`src/rtl/rf_scoreboard_pkg.sv`:
```
// Shared scoreboard constants and types.
// Latency encodings count pipe advances until a result can be bypassed.
package rf_scoreboard_pkg;

   localparam int NREG         = 32;
   localparam int MAX_INFLIGHT = 3;
   localparam int RW           = 5;

   typedef logic [RW-1:0] reg_t;

   typedef enum logic [1:0] {
      LAT_EXE = 2'd0,
      LAT_MEM = 2'd1,
      LAT_WB  = 2'd2
   } lat_e;

endpackage

```
`src/rtl/rf_scoreboard_if.sv`:
```
// ID-side issue, WB-side commit and status bundle for the scoreboard.
// master is the ID/WB side, slave is the scoreboard.
interface rf_scoreboard_if
   import rf_scoreboard_pkg::*;
#(
   parameter int N = rf_scoreboard_pkg::NREG
) ();

   logic         iss_valid;
   logic         iss_ready;
   reg_t         iss_rs1;
   reg_t         iss_rs2;
   logic         iss_rs1_en;
   logic         iss_rs2_en;
   logic         iss_rf_we;
   reg_t         iss_rd;
   logic [1:0]   iss_rdy_lat;
   logic         pipe_adv;
   logic         wb_valid;
   logic         wb_we;
   reg_t         wb_rd;
   logic         flush;
   logic         src1_ready;
   logic         src2_ready;
   logic [N-1:0] busy_vec;
   logic         sb_err;

   modport master (
      output iss_valid, iss_rs1, iss_rs2,
      output iss_rs1_en, iss_rs2_en,
      output iss_rf_we, iss_rd, iss_rdy_lat,
      output pipe_adv, wb_valid, wb_we, wb_rd,
      output flush,
      input  iss_ready, src1_ready, src2_ready,
      input  busy_vec, sb_err
   );

   modport slave (
      input  iss_valid, iss_rs1, iss_rs2,
      input  iss_rs1_en, iss_rs2_en,
      input  iss_rf_we, iss_rd, iss_rdy_lat,
      input  pipe_adv, wb_valid, wb_we, wb_rd,
      input  flush,
      output iss_ready, src1_ready, src2_ready,
      output busy_vec, sb_err
   );

endinterface

```
`src/rtl/rf_scoreboard_sb_entry.sv`:
```
// One register's writer count and youngest-writer latency countdown.
// flush beats fire/retire; a latency load beats the advance decrement.
module rf_scoreboard_sb_entry (
   input  logic       clk,
   input  logic       reset,
   input  logic       fire_i,
   input  logic [1:0] rdy_lat_i,
   input  logic       adv_i,
   input  logic       retire_i,
   input  logic       flush_i,
   output logic [1:0] cnt_o,
   output logic [1:0] lat_o,
   output logic       err_o
);

   logic [1:0] cnt_q, cnt_d;
   logic [1:0] lat_q, lat_d;

   always_comb begin
      cnt_d = cnt_q;
      lat_d = lat_q;
      err_o = 1'b0;
      if (flush_i) begin
         cnt_d = '0;
         lat_d = '0;
      end else begin
         err_o = retire_i && (cnt_q == 2'd0);
         unique case ({fire_i, retire_i})
            2'b10:   cnt_d = cnt_q + 2'd1;
            2'b01:   if (cnt_q != 2'd0) cnt_d = cnt_q - 2'd1;
            default: cnt_d = cnt_q;
         endcase
         if (fire_i)
            lat_d = rdy_lat_i;
         else if (adv_i && lat_q != 2'd0)
            lat_d = lat_q - 2'd1;
      end
   end

   always_ff @(posedge clk) begin
      if (reset) begin
         cnt_q <= '0;
         lat_q <= '0;
      end else begin
         cnt_q <= cnt_d;
         lat_q <= lat_d;
      end
   end

   assign cnt_o = cnt_q;
   assign lat_o = lat_q;

endmodule

```
`src/rtl/rf_scoreboard.sv`:
```
// Register-file scoreboard gating ID issue on operand readiness.
// Build with SB_PERF_EN to add the stall_cnt stall-cycle counter port.
module rf_scoreboard
   import rf_scoreboard_pkg::*;
#(
   parameter int NREG         = rf_scoreboard_pkg::NREG,
   parameter int MAX_INFLIGHT = rf_scoreboard_pkg::MAX_INFLIGHT
) (
   input  logic clk,
   input  logic reset,
   rf_scoreboard_if.slave sb
`ifdef SB_PERF_EN
   ,
   output logic [31:0] stall_cnt
`endif
);

   logic [1:0]      cnt [NREG];
   logic [1:0]      lat [NREG];
   logic [NREG-1:1] fire_v;
   logic [NREG-1:1] ret_v;
   logic [NREG-1:1] err_v;
   logic [NREG-1:0] busy;
   logic            s1_rdy, s2_rdy, rd_full;
   logic            iss_rdy, fire, retire;
   logic            sb_err_q, sb_err_d;

   assign cnt[0] = '0;
   assign lat[0] = '0;

   for (genvar r = 1; r < NREG; r++) begin : g_ent
      rf_scoreboard_sb_entry u_ent (
         .clk       (clk),
         .reset     (reset),
         .fire_i    (fire_v[r]),
         .rdy_lat_i (sb.iss_rdy_lat),
         .adv_i     (sb.pipe_adv),
         .retire_i  (ret_v[r]),
         .flush_i   (sb.flush),
         .cnt_o     (cnt[r]),
         .lat_o     (lat[r]),
         .err_o     (err_v[r])
      );
   end

   // Readiness only looks at registered state; same-cycle WB never helps.
   assign s1_rdy = !sb.iss_rs1_en || sb.iss_rs1 == '0 ||
                   cnt[sb.iss_rs1] == 2'd0 ||
                   lat[sb.iss_rs1] == 2'd0;
   assign s2_rdy = !sb.iss_rs2_en || sb.iss_rs2 == '0 ||
                   cnt[sb.iss_rs2] == 2'd0 ||
                   lat[sb.iss_rs2] == 2'd0;
   assign rd_full = sb.iss_rf_we && sb.iss_rd != '0 &&
                    cnt[sb.iss_rd] == 2'(MAX_INFLIGHT);
   assign iss_rdy = s1_rdy && s2_rdy && !rd_full;

   assign fire   = sb.iss_valid && iss_rdy &&
                   sb.iss_rf_we && sb.iss_rd != '0;
   assign retire = sb.wb_valid && sb.wb_we && sb.wb_rd != '0;

   always_comb begin
      fire_v = '0;
      ret_v  = '0;
      busy   = '0;
      for (int r = 1; r < NREG; r++) begin
         fire_v[r] = fire && (sb.iss_rd == RW'(r));
         ret_v[r]  = retire && (sb.wb_rd == RW'(r));
         busy[r]   = cnt[r] != 2'd0;
      end
   end

   assign sb_err_d = sb_err_q || (|err_v);

   always_ff @(posedge clk) begin
      if (reset) sb_err_q <= 1'b0;
      else       sb_err_q <= sb_err_d;
   end

`ifdef SB_PERF_EN
   logic [31:0] stall_q, stall_d;

   always_comb begin
      stall_d = stall_q;
      if (sb.iss_valid && !iss_rdy && !sb.flush)
         stall_d = stall_q + 32'd1;
   end

   always_ff @(posedge clk) begin
      if (reset) stall_q <= '0;
      else       stall_q <= stall_d;
   end

   assign stall_cnt = stall_q;
`endif

   assign sb.iss_ready  = iss_rdy;
   assign sb.src1_ready = s1_rdy;
   assign sb.src2_ready = s2_rdy;
   assign sb.busy_vec   = busy;
   assign sb.sb_err     = sb_err_q;

endmodule

```
`src/flat_wrapper.sv`:
```
// flat-port wrapper written by rule: the top's interface ports become plain ports
module rf_scoreboard_flat import rf_scoreboard_pkg::*;
#(
   parameter int NREG         = rf_scoreboard_pkg::NREG,
   parameter int MAX_INFLIGHT = rf_scoreboard_pkg::MAX_INFLIGHT
)
  (clk, reset, sb_iss_valid, sb_iss_rs1, sb_iss_rs2, sb_iss_rs1_en, sb_iss_rs2_en, sb_iss_rf_we, sb_iss_rd, sb_iss_rdy_lat, sb_pipe_adv, sb_wb_valid, sb_wb_we, sb_wb_rd, sb_flush, sb_iss_ready, sb_src1_ready, sb_src2_ready, sb_busy_vec, sb_sb_err);
  rf_scoreboard_if sb_i ();
  input  logic clk;
  input  logic reset;
  input wire logic [$bits(sb_i.iss_valid)-1:0] sb_iss_valid;
  input wire logic [$bits(sb_i.iss_rs1)-1:0] sb_iss_rs1;
  input wire logic [$bits(sb_i.iss_rs2)-1:0] sb_iss_rs2;
  input wire logic [$bits(sb_i.iss_rs1_en)-1:0] sb_iss_rs1_en;
  input wire logic [$bits(sb_i.iss_rs2_en)-1:0] sb_iss_rs2_en;
  input wire logic [$bits(sb_i.iss_rf_we)-1:0] sb_iss_rf_we;
  input wire logic [$bits(sb_i.iss_rd)-1:0] sb_iss_rd;
  input wire logic [$bits(sb_i.iss_rdy_lat)-1:0] sb_iss_rdy_lat;
  input wire logic [$bits(sb_i.pipe_adv)-1:0] sb_pipe_adv;
  input wire logic [$bits(sb_i.wb_valid)-1:0] sb_wb_valid;
  input wire logic [$bits(sb_i.wb_we)-1:0] sb_wb_we;
  input wire logic [$bits(sb_i.wb_rd)-1:0] sb_wb_rd;
  input wire logic [$bits(sb_i.flush)-1:0] sb_flush;
  output wire logic [$bits(sb_i.iss_ready)-1:0] sb_iss_ready;
  output wire logic [$bits(sb_i.src1_ready)-1:0] sb_src1_ready;
  output wire logic [$bits(sb_i.src2_ready)-1:0] sb_src2_ready;
  output wire logic [$bits(sb_i.busy_vec)-1:0] sb_busy_vec;
  output wire logic [$bits(sb_i.sb_err)-1:0] sb_sb_err;
  assign sb_i.iss_valid = sb_iss_valid;
  assign sb_i.iss_rs1 = sb_iss_rs1;
  assign sb_i.iss_rs2 = sb_iss_rs2;
  assign sb_i.iss_rs1_en = sb_iss_rs1_en;
  assign sb_i.iss_rs2_en = sb_iss_rs2_en;
  assign sb_i.iss_rf_we = sb_iss_rf_we;
  assign sb_i.iss_rd = sb_iss_rd;
  assign sb_i.iss_rdy_lat = sb_iss_rdy_lat;
  assign sb_i.pipe_adv = sb_pipe_adv;
  assign sb_i.wb_valid = sb_wb_valid;
  assign sb_i.wb_we = sb_wb_we;
  assign sb_i.wb_rd = sb_wb_rd;
  assign sb_i.flush = sb_flush;
  assign sb_iss_ready = sb_i.iss_ready;
  assign sb_src1_ready = sb_i.src1_ready;
  assign sb_src2_ready = sb_i.src2_ready;
  assign sb_busy_vec = sb_i.busy_vec;
  assign sb_sb_err = sb_i.sb_err;
  rf_scoreboard #(.NREG(NREG), .MAX_INFLIGHT(MAX_INFLIGHT)) u_core (.clk(clk), .reset(reset), .sb(sb_i));
endmodule
```
`config.mk`:
```
export PLATFORM = sky130hd
export DESIGN_NAME = rf_scoreboard_flat
export DESIGN_NICKNAME = d
export VERILOG_FILES = /design/src/rtl/rf_scoreboard_pkg.sv /design/src/rtl/rf_scoreboard_if.sv /design/src/rtl/rf_scoreboard_sb_entry.sv /design/src/rtl/rf_scoreboard.sv /design/src/flat_wrapper.sv
export SDC_FILE = /design/constraint.sdc
export NUM_CORES = 1
export LEC_CHECK = 0
export ABC_CLOCK_PERIOD_IN_PS = 4050
export BUFFER_PORTS_ARGS = -buffer_cell sky130_fd_sc_hd__buf_2
export CORE_ASPECT_RATIO = 1.4
export CORE_MARGIN = 4
export CORE_UTILIZATION = 52
export CTS_BUF_LIST = sky130_fd_sc_hd__clkbuf_2 sky130_fd_sc_hd__clkbuf_4 sky130_fd_sc_hd__clkbuf_8
export CTS_CLUSTER_SIZE = 24
export DETAILED_ROUTE_END_ITERATION = 7
export PLACE_DENSITY = 0.74
export REMOVE_ABC_BUFFERS = 1
export SLEW_MARGIN = 20
export SYNTH_ARGS = -nofsm -noshare
export SYNTH_HDL_FRONTEND = slang
export SYNTH_SLANG_ARGS = --single-unit
```
`constraint.sdc`:
```
create_clock -name clk -period 4.05 [get_ports clk]
set_clock_uncertainty 0.2 [all_clocks]
set_input_delay 0.405 -clock clk [delete_from_list [all_inputs] [get_ports clk]]
set_output_delay 0.405 -clock clk [all_outputs]
set_load 0.05 [all_outputs]
```
---- Yosys cells after proc, flatten, opt, wreduce, memory -nomap -nowiden ----
Index checks and enable logic that the tools add are counted.
word-level totals
  memories ................................ 0
  bits in registers ....................... 125
  latch bits .............................. 0
  memory bits (read-only) ................. 0
  output and inout port bits .............. 36
  logic and storage cells ................. 827
  RAM bits ................................ 0
cells by class
  div/mod/pow operators ................... 0
  multiply operators ...................... 0
  shift-type cells ........................ 0
  equal/unequal tests ..................... 156
  add/sub/neg operators ................... 93
  reductions and logical operators ........ 339
  mux-type cells .......................... 170
  bitwise logic cells ..................... 3
  order comparisons ....................... 3
operator list
  kind                   number
  $reduce_bool A2 Y1     124
  $mux W2                103
  $eq A5 B5 Y1 const B   32
  $logic_and A1 B1 Y1    133
  $pmux W2 S2            31
  $sub A2 B1 Y2 const B  62
  $eq A5 B4 Y1 const B   16
  $logic_not A2 Y1       35
  $eq A2 B2 Y1 const B   32
  $add A2 B1 Y2 const B  31
  $eq A2 B1 Y1 const B   31
  $ne A2 B2 Y1 const B   31
  $reduce_and A2 Y1      31
  $bmux W2 S5            5
  $eq A5 B3 Y1 const B   8
  $mux W1                31
  $reduce_or A31 Y1      1
  $eq A5 B2 Y1 const B   4
  $ge A6 B6 Y1 const B   3
  $not A5 Y6             3
  $eq A5 B1 Y1 const B   2
  $logic_not A5 Y1       2
  $reduce_bool A5 Y1     2
  $logic_or A1 B1 Y1     7
  2 further kinds        4

---- Logic depth before layout (Yosys ltp) ----
Gate-level depths: netlist of the first run.
  word-level depth ........................ 16
  gate-level depth with buffers ........... 14
  gate-level depth less buffers ........... 10

---- Hierarchy ----
A second synthesis of the first run with hierarchy kept.
second synthesis, totals
  cells, all modules ...................... 1207
  area, all modules ....................... 10570.1 sq um
by module, submodules not included
  module                                               cells an instance  instances  sequential area each (sq um)  area an instance (sq um)
  rf_scoreboard_sb_entry (u_core.g_ent[10].u_ent ...)  27                 30         80.1                          261.5
  rf_scoreboard                                        370                1          20.0                          2462.4
  rf_scoreboard_sb_entry (u_core.g_ent[6].u_ent)       27                 1          80.1                          262.8

---- Worst setup path before layout of the first run ----
Ideal clock, no wire load.
  path kind ............................... register to register
  start point ............................. register u_core.g_ent[8].u_ent.cnt_q[0]
  end point ............................... register u_core.g_ent[31].u_ent.lat_q[1]
  arrival time ............................ 3.152 ns
  required time ........................... 3.722 ns
  period minus slack after synthesis ...... 3.480 ns
  path slack .............................. 0.570 ns
  library setup time ...................... 0.128 ns
  path buffers ............................ 2
  stages on the path, launching flop included .. 12
  path through ............................ dfxtp_1 > or2_1 > mux4_2 > o2111ai_1 > nand3_1 > a2bb2oi_2 > o211a_1 > buf_6 > buf_2 > and3_1 > mux2i_1 > nor2_1
between the ends
  word-level cells in the longest chain between the ends .. 13
  elaborated cells on any way between the ends .. 26
  those cells by class .................... eq/ne: 1; mux: 10; reduce/logical: 15
RTL lines
  item                                                  line                          text
  start, declared                                       rf_scoreboard_sb_entry.sv:16  logic [1:0] cnt_q, cnt_d;
  start signal, assigned                                rf_scoreboard_sb_entry.sv:45  cnt_q <= cnt_d;
  $bmux W2 S5 *                                         rf_scoreboard.sv:51           cnt[sb.iss_rs2] == 2'd0 ||
  $mux W2 (not written as such) * (2 in series)         rf_scoreboard.sv:51
  $logic_not A2 Y1 *                                    rf_scoreboard.sv:51
  $logic_or A1 B1 Y1 *                                  rf_scoreboard.sv:50           assign s2_rdy = !sb.iss_rs2_en || sb.iss_rs2 == '0 ||
  $logic_or A1 B1 Y1 *                                  rf_scoreboard.sv:51
  named net sb_src2_ready                               flat_wrapper.sv:26            output wire logic [$bits(sb_i.src2_ready)-1:0] sb_src2_ready;
  $logic_and A1 B1 Y1 * (2 in series)                   rf_scoreboard.sv:55           assign iss_rdy = s1_rdy && s2_rdy && !rd_full;
  named net sb_iss_ready                                flat_wrapper.sv:24            output wire logic [$bits(sb_i.iss_ready)-1:0] sb_iss_ready;
  $logic_and A1 B1 Y1 * (2 in series)                   rf_scoreboard.sv:57           assign fire = sb.iss_valid && iss_rdy &&
  $logic_and A1 B1 Y1 *                                 rf_scoreboard.sv:58           sb.iss_rf_we && sb.iss_rd != '0;
  $logic_and A1 B1 Y1 *                                 rf_scoreboard.sv:66           fire_v[r] = fire && (sb.iss_rd == RW'(r));
  $mux W2 / $reduce_bool A2 Y1 (equally long branches)  -
  end signal, assigned                                  rf_scoreboard_sb_entry.sv:46  lat_q <= lat_d;
  end, declared                                         rf_scoreboard_sb_entry.sv:17  logic [1:0] lat_q, lat_d;
Mark *: on every way through the listed nets, which the timed path passes. The rest lies on a longest branch. The select of a mux whose other input is x is not followed.
A chain may end at the register's enable or synchronous reset.

---- Final worst setup path of the first run ----
  start point ............................. register u_core.g_ent[26].u_ent.cnt_q[1]
  end point ............................... output sb_iss_ready
between the ends
  word-level cells in the longest chain between the ends .. 8
  elaborated cells on any way between the ends .. 20
  those cells by class .................... eq/ne: 1; mux: 9; reduce/logical: 10
RTL lines
  item                                             line
  start, declared                                  rf_scoreboard_sb_entry.sv:16
  start signal, assigned                           rf_scoreboard_sb_entry.sv:45
  $bmux W2 S5, on equally long branches            rf_scoreboard.sv:48, rf_scoreboard.sv:51
  $mux W2, on equally long branches (2 in series)  rf_scoreboard.sv:48, rf_scoreboard.sv:51
  $logic_not A2 Y1, on equally long branches       rf_scoreboard.sv:48, rf_scoreboard.sv:51
  $logic_or A1 B1 Y1, on equally long branches     rf_scoreboard.sv:47, rf_scoreboard.sv:50
  $logic_or A1 B1 Y1, on equally long branches     rf_scoreboard.sv:48, rf_scoreboard.sv:51
  $logic_and A1 B1 Y1                              rf_scoreboard.sv:55
  $logic_and A1 B1 Y1 *                            rf_scoreboard.sv:55
  end, declared                                    flat_wrapper.sv:24
Every way passes the cells marked *; elsewhere a longest branch is shown, timed or not. The select of a mux whose other input is x is not followed.

==> impl_metrics.json, run 1 <==
{
  "cts.clk_slew.worst_paths_ns": 0.08,
  "synth-edff-count": 0,
  "grt_overflow_total": 0,
  "end_kind": "output port",
  "cp_cell_sequence": "nor2_1 > o311ai_0 > or3_1 > nand4_1 > a2bb2oi_2 > o211a_1 > buf_12 > buf_2",
  "fin_nets": 1253,
  "status": "complete, no violations",
  "max_stage_delay_ns": 0.51,
  "grt_pass1_wl_um": 45300,
  "drtIter0Drc": 872,
  "power_mw": 2.58,
  "avgSynthCellArea_um2": 7.80,
  "clockBufferDepth": 2,
  "rsz0062_at_grt": "false",
  "die_y_um": 164,
  "final_antenna_net_count": 0,
  "pwr-share-clk": 0.411,
  "power.density_nw_per_um2": 263,
  "drc": 0,
  "setup_viol": 0,
  "p_switching_mw": 0.720,
  "postCtsHoldBufs": 1,
  "clock-root-buffer": "clkbuf_8",
  "start_kind": "register",
  "path_buf_inv": 2,
  "final_area_um2": 9830,
  "drv_cap": 0,
  "slew_viol_final": 0,
  "synth-seq-cells": 125,
  "hpwl_um": 21000,
  "synth_top_area_cell": "dfxtp_1",
  "clock-sinks": 125,
  "htree_num_levels": 4,
  "maxSlewHeadroom": 0.457,
  "fmax_mhz": 280,
  "timing.final.crit_share": 0.882,
  "syn2layout_area_growth_pct": 8.54,
  "grt_max_degree": 58,
  "route.vias.total": 9191,
  "die-area_um2": 19600,
  "finalCriticalPeriod_ns": 3.57,
  "synth_flop_cell": "dfxtp_1",
  "p_int_mw": 1.86,
  "ys.warnings.count": 0,
  "rows": 56,
  "cp_top_family": "simple AND/OR/NAND/NOR gates",
  "netlist_area_um2": 9060,
  "core_area_um2": 17000,
  "p_seq_frac": 0.478,
  "crit_type": "reg2out",
  "pin_count": 68,
  "synth.top_cell.area_share": 0.276,
  "final_common_cell": "dfxtp_1",
  "syn-instance-count": 1161,
  "cts_tree": "yes",
  "crit_fanout": 46,
  "final.setup.tns_ns": 0,
  "die_w_um": 120,
  "first_pass_iters": 6,
  "crit_slowest_cell": "nor2_1",
  "antenna_found_initial": 0,
  "ir_drop_mv": 0.190,
  "synthArstFlopShare": 0,
  "final_cell_mix": "dfxtp_1 (125), nor2_1 (122), nand2_1 (81), inv_1 (79), o21ai_0 (72)",
  "worstPathArrival_ns": 2.97,
  "wire_per_inst_um": 20.2,
  "crit_required_ns": 3.44,
  "tightest_slew_ns": 0.815,
  "placed_cell_area_um2": 9450,
  "switching_share": 0.279,
  "hold_viol_final": 0,
  "ctsResizeCount": 0,
  "dp_slack_ns": 0.715,
  "initial_core_util": 0.534,
  "netlist_top_cells_area": "dfxtp_1 (28%), nor2_1 (5.1%), a211oi_1 (5.0%)",
  "cts_setup_buffers": 0,
  "worst_slack_ns": 0.476,
  "wl_um": 28900,
  "diodes": 0,
  "cts_buffers": 17,
  "ys_types": 66,
  "gp_congestion": 1.03,
  "globalRouteTotalUtil": 0.294,
  "comb_power_share": 0.111,
  "holdCritPathClass": "in2reg",
  "port_buffers": 66,
  "grt_pass1_vias": 8705,
  "drive_above_1_share": 0.136,
  "vias_per_cell": 6.40,
  "clock_latency_ns": 0.46,
  "synth-seq-area-share": 0.276,
  "total_leakage_power_nw": 3.63
}
==> cells by family (layout without fill, tap and decap cells) <==
kind of cell / after synthesis / in the layout / share of synthesized area
simple gates: 454 / 454 / 0.261
compound gates: 297 / 297 / 0.213
buf+inv: 151 / 193 / 0.0725
flops: 125 / 125 / 0.276
mux: 64 / 64 / 0.0971
xor+xnor: 38 / 38 / 0.0367
fa+ha+maj: 31 / 31 / 0.0428
other cells: 1 / 1 / 0.000414
==> layer usage <==
layer / share of wire / GRT usage
met5: 0 / 0
met2: 0.47 / 0.492
met3: 0.078 / 0.0472
met4: 0.071 / 0.203
met1: 0.38 / 0.344
==> worst reg2reg max path: cells and delay by family (launching register included) <==
family | cells | cell delay, ns
buf+inv | 1 | 0.21
compound gates | 4 | 0.88
simple gates | 4 | 1.23
xor+xnor | 1 | 0.24
flops | 1 | 0.35
==> registers in the layout, indices dropped and copies added (netlist names) <==
name and flops:
u_core.sb.sb_err 1, u_core.g_ent.u_ent.lat_o 62, u_core.g_ent.u_ent.cnt_o 62
==> synthesized netlist by cell type (all sizes together) (3+ instances only) <==
cell type	number
and3	25
nand2	81
dfxtp	125
a211o	3
and4b	4
mux4	19
and2	10
nand2b	59
mux2i	44
o21a	27
buf	33
nand3	32
a211oi	60
nor4b	3
o21ai	72
nor3	41
o32ai	3
inv	81
xor2	5
nand4	3
nor2b	12
or3	3
and4	25
or2	24
a31oi	28
o221ai	5
nor4	3
xnor2	33
clkbuf	37
a21oi	43
o22ai	22
nor2	122
o211ai	10
ha	31
==> per-stage QoR <==
step | utilization | std cells | hold WS, ns
global route | 0.580 | 1435 | 0.140
finish | 0.580 | 1435 | 0.119
CTS | 0.580 | 1435 | 0.105
global placement | 0.557 | 1402 | 0.256
detailed placement | 0.557 | 1402 | 0.262
floorplan | - | 1091 | 0.274
==> power by group through the flow <==
stage | clock [mW] | sequential [mW] | combinational [mW]
floorplan | 0 | 1.26 | 0.135
global placement | 0 | 1.26 | 0.275
detailed placement | 0 | 1.26 | 0.278
CTS | 1.07 | 1.23 | 0.280
global route | 1.12 | 1.23 | 0.303
finish | 1.06 | 1.23 | 0.288
==> worst paths after layout <==
| path | endpoint | slack [ns] | from | depth (start not counted) |
|---|---|---|---|---|
| max | sb_iss_ready | 0.48 | u_core.g_ent[26].u_ent.cnt_o[1] | 8 |
| min | u_core.g_ent[18].u_ent.cnt_o[1] | 0.12 | sb_flush | 3 |
| max reg2reg | u_core.g_ent[20].u_ent.cnt_o[0] | 0.85 | u_core.g_ent[26].u_ent.cnt_o[1] | 10 |
| min reg2reg | u_core.sb.sb_err | 0.28 | u_core.sb.sb_err | 2 |
==> layout make-up <==
| type | count | area [µm²] |
|---|---|---|
| clock inverter | 7 | 63.8 |
| tap | 232 | 290 |
| fill | 1626 | 7120 |
| clock buffer | 25 | 307 |
| inverter | 81 | 304 |
| timing repair buffer | 80 | 463 |
| multi-input combinational | 885 | 5900 |
| sequential | 125 | 2500 |
Power figures use the tool's default switching activity.
==> inputs of run 2 (changes only) <==
- ABC_AREA: unset -> 1
==> impl_metrics.json, run 2 <==
{
  "status": "complete, no violations",
  "synth.most_common_cell": "nand2_1",
  "dp.cells": 1943,
  "synth_compound_area_frac": 0.134,
  "die_y_um": 174,
  "min-delay-start": "u_core.sb.sb_err",
  "synth_top_family_by_area": "simple AND/OR/NAND/NOR gates",
  "gp_congestion": 1.00,
  "max_stage_delay_ns": 0.61,
  "hold_viol_final": 0,
  "fmax_mhz": 274,
  "drv_cap": 0,
  "first_pass_iters": 5,
  "final_common_cell": "nand2_1",
  "startpoint": "sb_iss_rd[0]",
  "vias_per_cell": 5.59,
  "grt_max_degree": 66,
  "crit_slowest_cell": "buf_2",
  "crit_top_cell": "nand2_1",
  "layoutNonFillerInstCount": 1976,
  "ys.warnings.count": 0,
  "whs_ns": 0.270,
  "fin_nets": 1778,
  "yosys.area_share.simple": 0.388,
  "cp_cell_sequence": "buf_2 > nor2_1 > nand2_1 > nand2_1 > nor2_1 > nor2_1 > nor2_1 > nand2_1 > nand2_1 > o21ai_0 > nand3_1 > nand2_1 > nor2_4 > buf_2",
  "initial_core_util": 0.530,
  "ir_drop_mv": 0.195,
  "netlist_area_um2": 10200,
  "synth_flop_cell": "dfxtp_1",
  "synth-edff-count": 0,
  "crit_fanout": 46,
  "setup_viol": 0,
  "grt_pass1_wl_um": 54500,
  "finalCriticalPeriod_ns": 3.65,
  "ys_types": 36,
  "clock_latency_ns": 0.47,
  "syn-instance-count": 1661,
  "wl_um": 34300,
  "diodes": 0,
  "globalRouteTotalUtil": 0.313,
  "worstPathArrival_ns": 3.05,
  "slew_viol_final": 0,
  "synth_top_area_cell": "dfxtp_1",
  "antenna_found_initial": 0,
  "p_int_mw": 2.01,
  "cts.clk_slew.worst_paths_ns": 0.09,
  "crit_required_ns": 3.44,
  "start_kind": "input port",
  "pwr-share-clk": 0.445,
  "synthAdderAreaFrac": 0.0381,
  "synth-seq-area-share": 0.246,
  "grt_pass1_vias": 10300,
  "cts_buffers": 17,
  "clockBufferDepth": 2,
  "final_antenna_net_count": 0,
  "synth_commonest_cells": "nand2_1 (371), nor2_1 (332), inv_1 (276)",
  "synth.top_cell.area_share": 0.246,
  "grt_overflow_total": 0,
  "end_kind": "output port",
  "p_seq_frac": 0.429,
  "port_buffers": 66,
  "synth_xor_area_frac": 0.0267,
  "netlist_top_cells_area": "dfxtp_1 (25%), nand2_1 (14%), nor2_1 (12%)",
  "drtIter0Drc": 914,
  "synth-seq-cells": 125,
  "die_w_um": 126,
  "switching_share": 0.302,
  "p_switching_mw": 0.871,
  "clock-sinks": 125,
  "rsz0062_at_grt": "false",
  "power.density_nw_per_um2": 257,
  "htree_num_levels": 4,
  "tightest_slew_ns": 0.808,
  "cts_tree": "yes",
  "pin_count": 68,
  "maxSlewHeadroom": 0.461,
  "syn2layout_area_growth_pct": 10.2,
  "die-area_um2": 21900,
  "synthMuxAreaShare": 0.0343,
  "rows": 60,
  "drive_above_1_share": 0.117,
  "drc": 0,
  "worstReg2RegStart": "u_core.g_ent[9].u_ent.cnt_o[0]",
  "timing.final.crit_share": 0.902,
  "hpwl_um": 26800,
  "final_cell_mix": "nand2_1 (371), nor2_1 (331), inv_1 (276), dfxtp_1 (125), o21ai_0 (99)",
  "total_leakage_power_nw": 4.84,
  "comb_power_share": 0.126,
  "avgSynthCellArea_um2": 6.13,
  "holdCritPathClass": "reg2reg",
  "wire_per_inst_um": 17.3,
  "clock-root-buffer": "clkbuf_8",
  "route.vias.total": 11000,
  "synthArstFlopShare": 0,
  "core_area_um2": 19200,
  "crit_type": "in2out"
}
-- run 2: cell types whose count changed after synthesis, moves of 43 or more --
cell and change:
nand3_1 +43, mux2i_1 -44, nor2_1 +210, inv_1 +197, nand2_1 +290, nand2b_1 -59
-- run 2: kinds of logic after synthesis --
| logic type | Yosys count |
|---|---|
| simple gates | 872 |
| buf+inv | 339 |
| compound gates | 231 |
| flops | 125 |
| fa+ha+maj | 31 |
| xor+xnor | 31 |
| mux | 31 |
| other cells | 1 |
-- run 2: path summary, 6_finish.rpt --
check	to	slack [ns]	cells past startpoint
worst min-delay path	u_core.sb.sb_err	0.27	2
worst max-delay path	sb_iss_ready	0.40	14
worst min register to register	u_core.sb.sb_err	0.27	2
worst max register to register	u_core.g_ent[19].u_ent.cnt_o[0]	0.84	18
-- run 2: area by class of cell --
class                           instances  area [µm²]
Inverter                              287        1080
Fill cell                            1937        8000
Clock buffer                           18         241
Tap cell                              248         310
Timing Repair Buffer                   87         553
Sequential cell                       125        2500
Clock inverter                         14         209
Multi-Input combinational cell       1197        6330
-- run 2: through the flow --
step	instance area, µm²	worst slack (ns)	utilization	power (mW)	setup TNS, ns
after global routing	11200	0.213	0.584	2.97	0
after detailed placement	10800	0.438	0.560	1.62	0
after global placement	10800	0.472	0.560	1.62	0
after CTS	11200	0.479	0.584	2.89	0
after floorplan	9900	-0.340	-	1.46	-19.38
final	11200	0.396	0.584	2.88	0
-- run 2: power groups by stage --
stage / clock [mW] / combinational, mW / sequential [mW]
2_1_floorplan: 0 / 0.193 / 1.27
3_3_place_gp: 0 / 0.354 / 1.26
3_5_place_dp: 0 / 0.355 / 1.26
4_1_cts: 1.29 / 0.358 / 1.24
5_1_grt: 1.35 / 0.389 / 1.24
6_report: 1.28 / 0.363 / 1.24
-- run 2: what timing repair did --
| action | 4_1_cts | 5_1_grt |
|---|---|---|
| endpoints found under the hold margin | 1 | 0 |
| gates resized for setup | 0 | 0 |
| hold buffers | 1 | 0 |
| endpoints found under the setup margin | 0 | 0 |
| buffers inserted | 0 | 0 |
-- run 2: worst max-delay path, delay by kind of cell --
family                 cells  cell delay [ns]
buffers and inverters      2             0.99
and+or+nand+nor           11             1.52
AOI/OAI and AO/OA          1             0.09
-- run 2: layer usage --
| layer | global-route usage | share of wire | up-vias |
|---|---|---|---|
| met5 | 0 | 0 | - |
| met4 | 0.147 | 0.052 | 0 |
| met3 | 0.0586 | 0.070 | 121 |
| met2 | 0.539 | 0.48 | 477 |
| met1 | 0.373 | 0.39 | 5036 |
| li1 | - | - | 5402 |
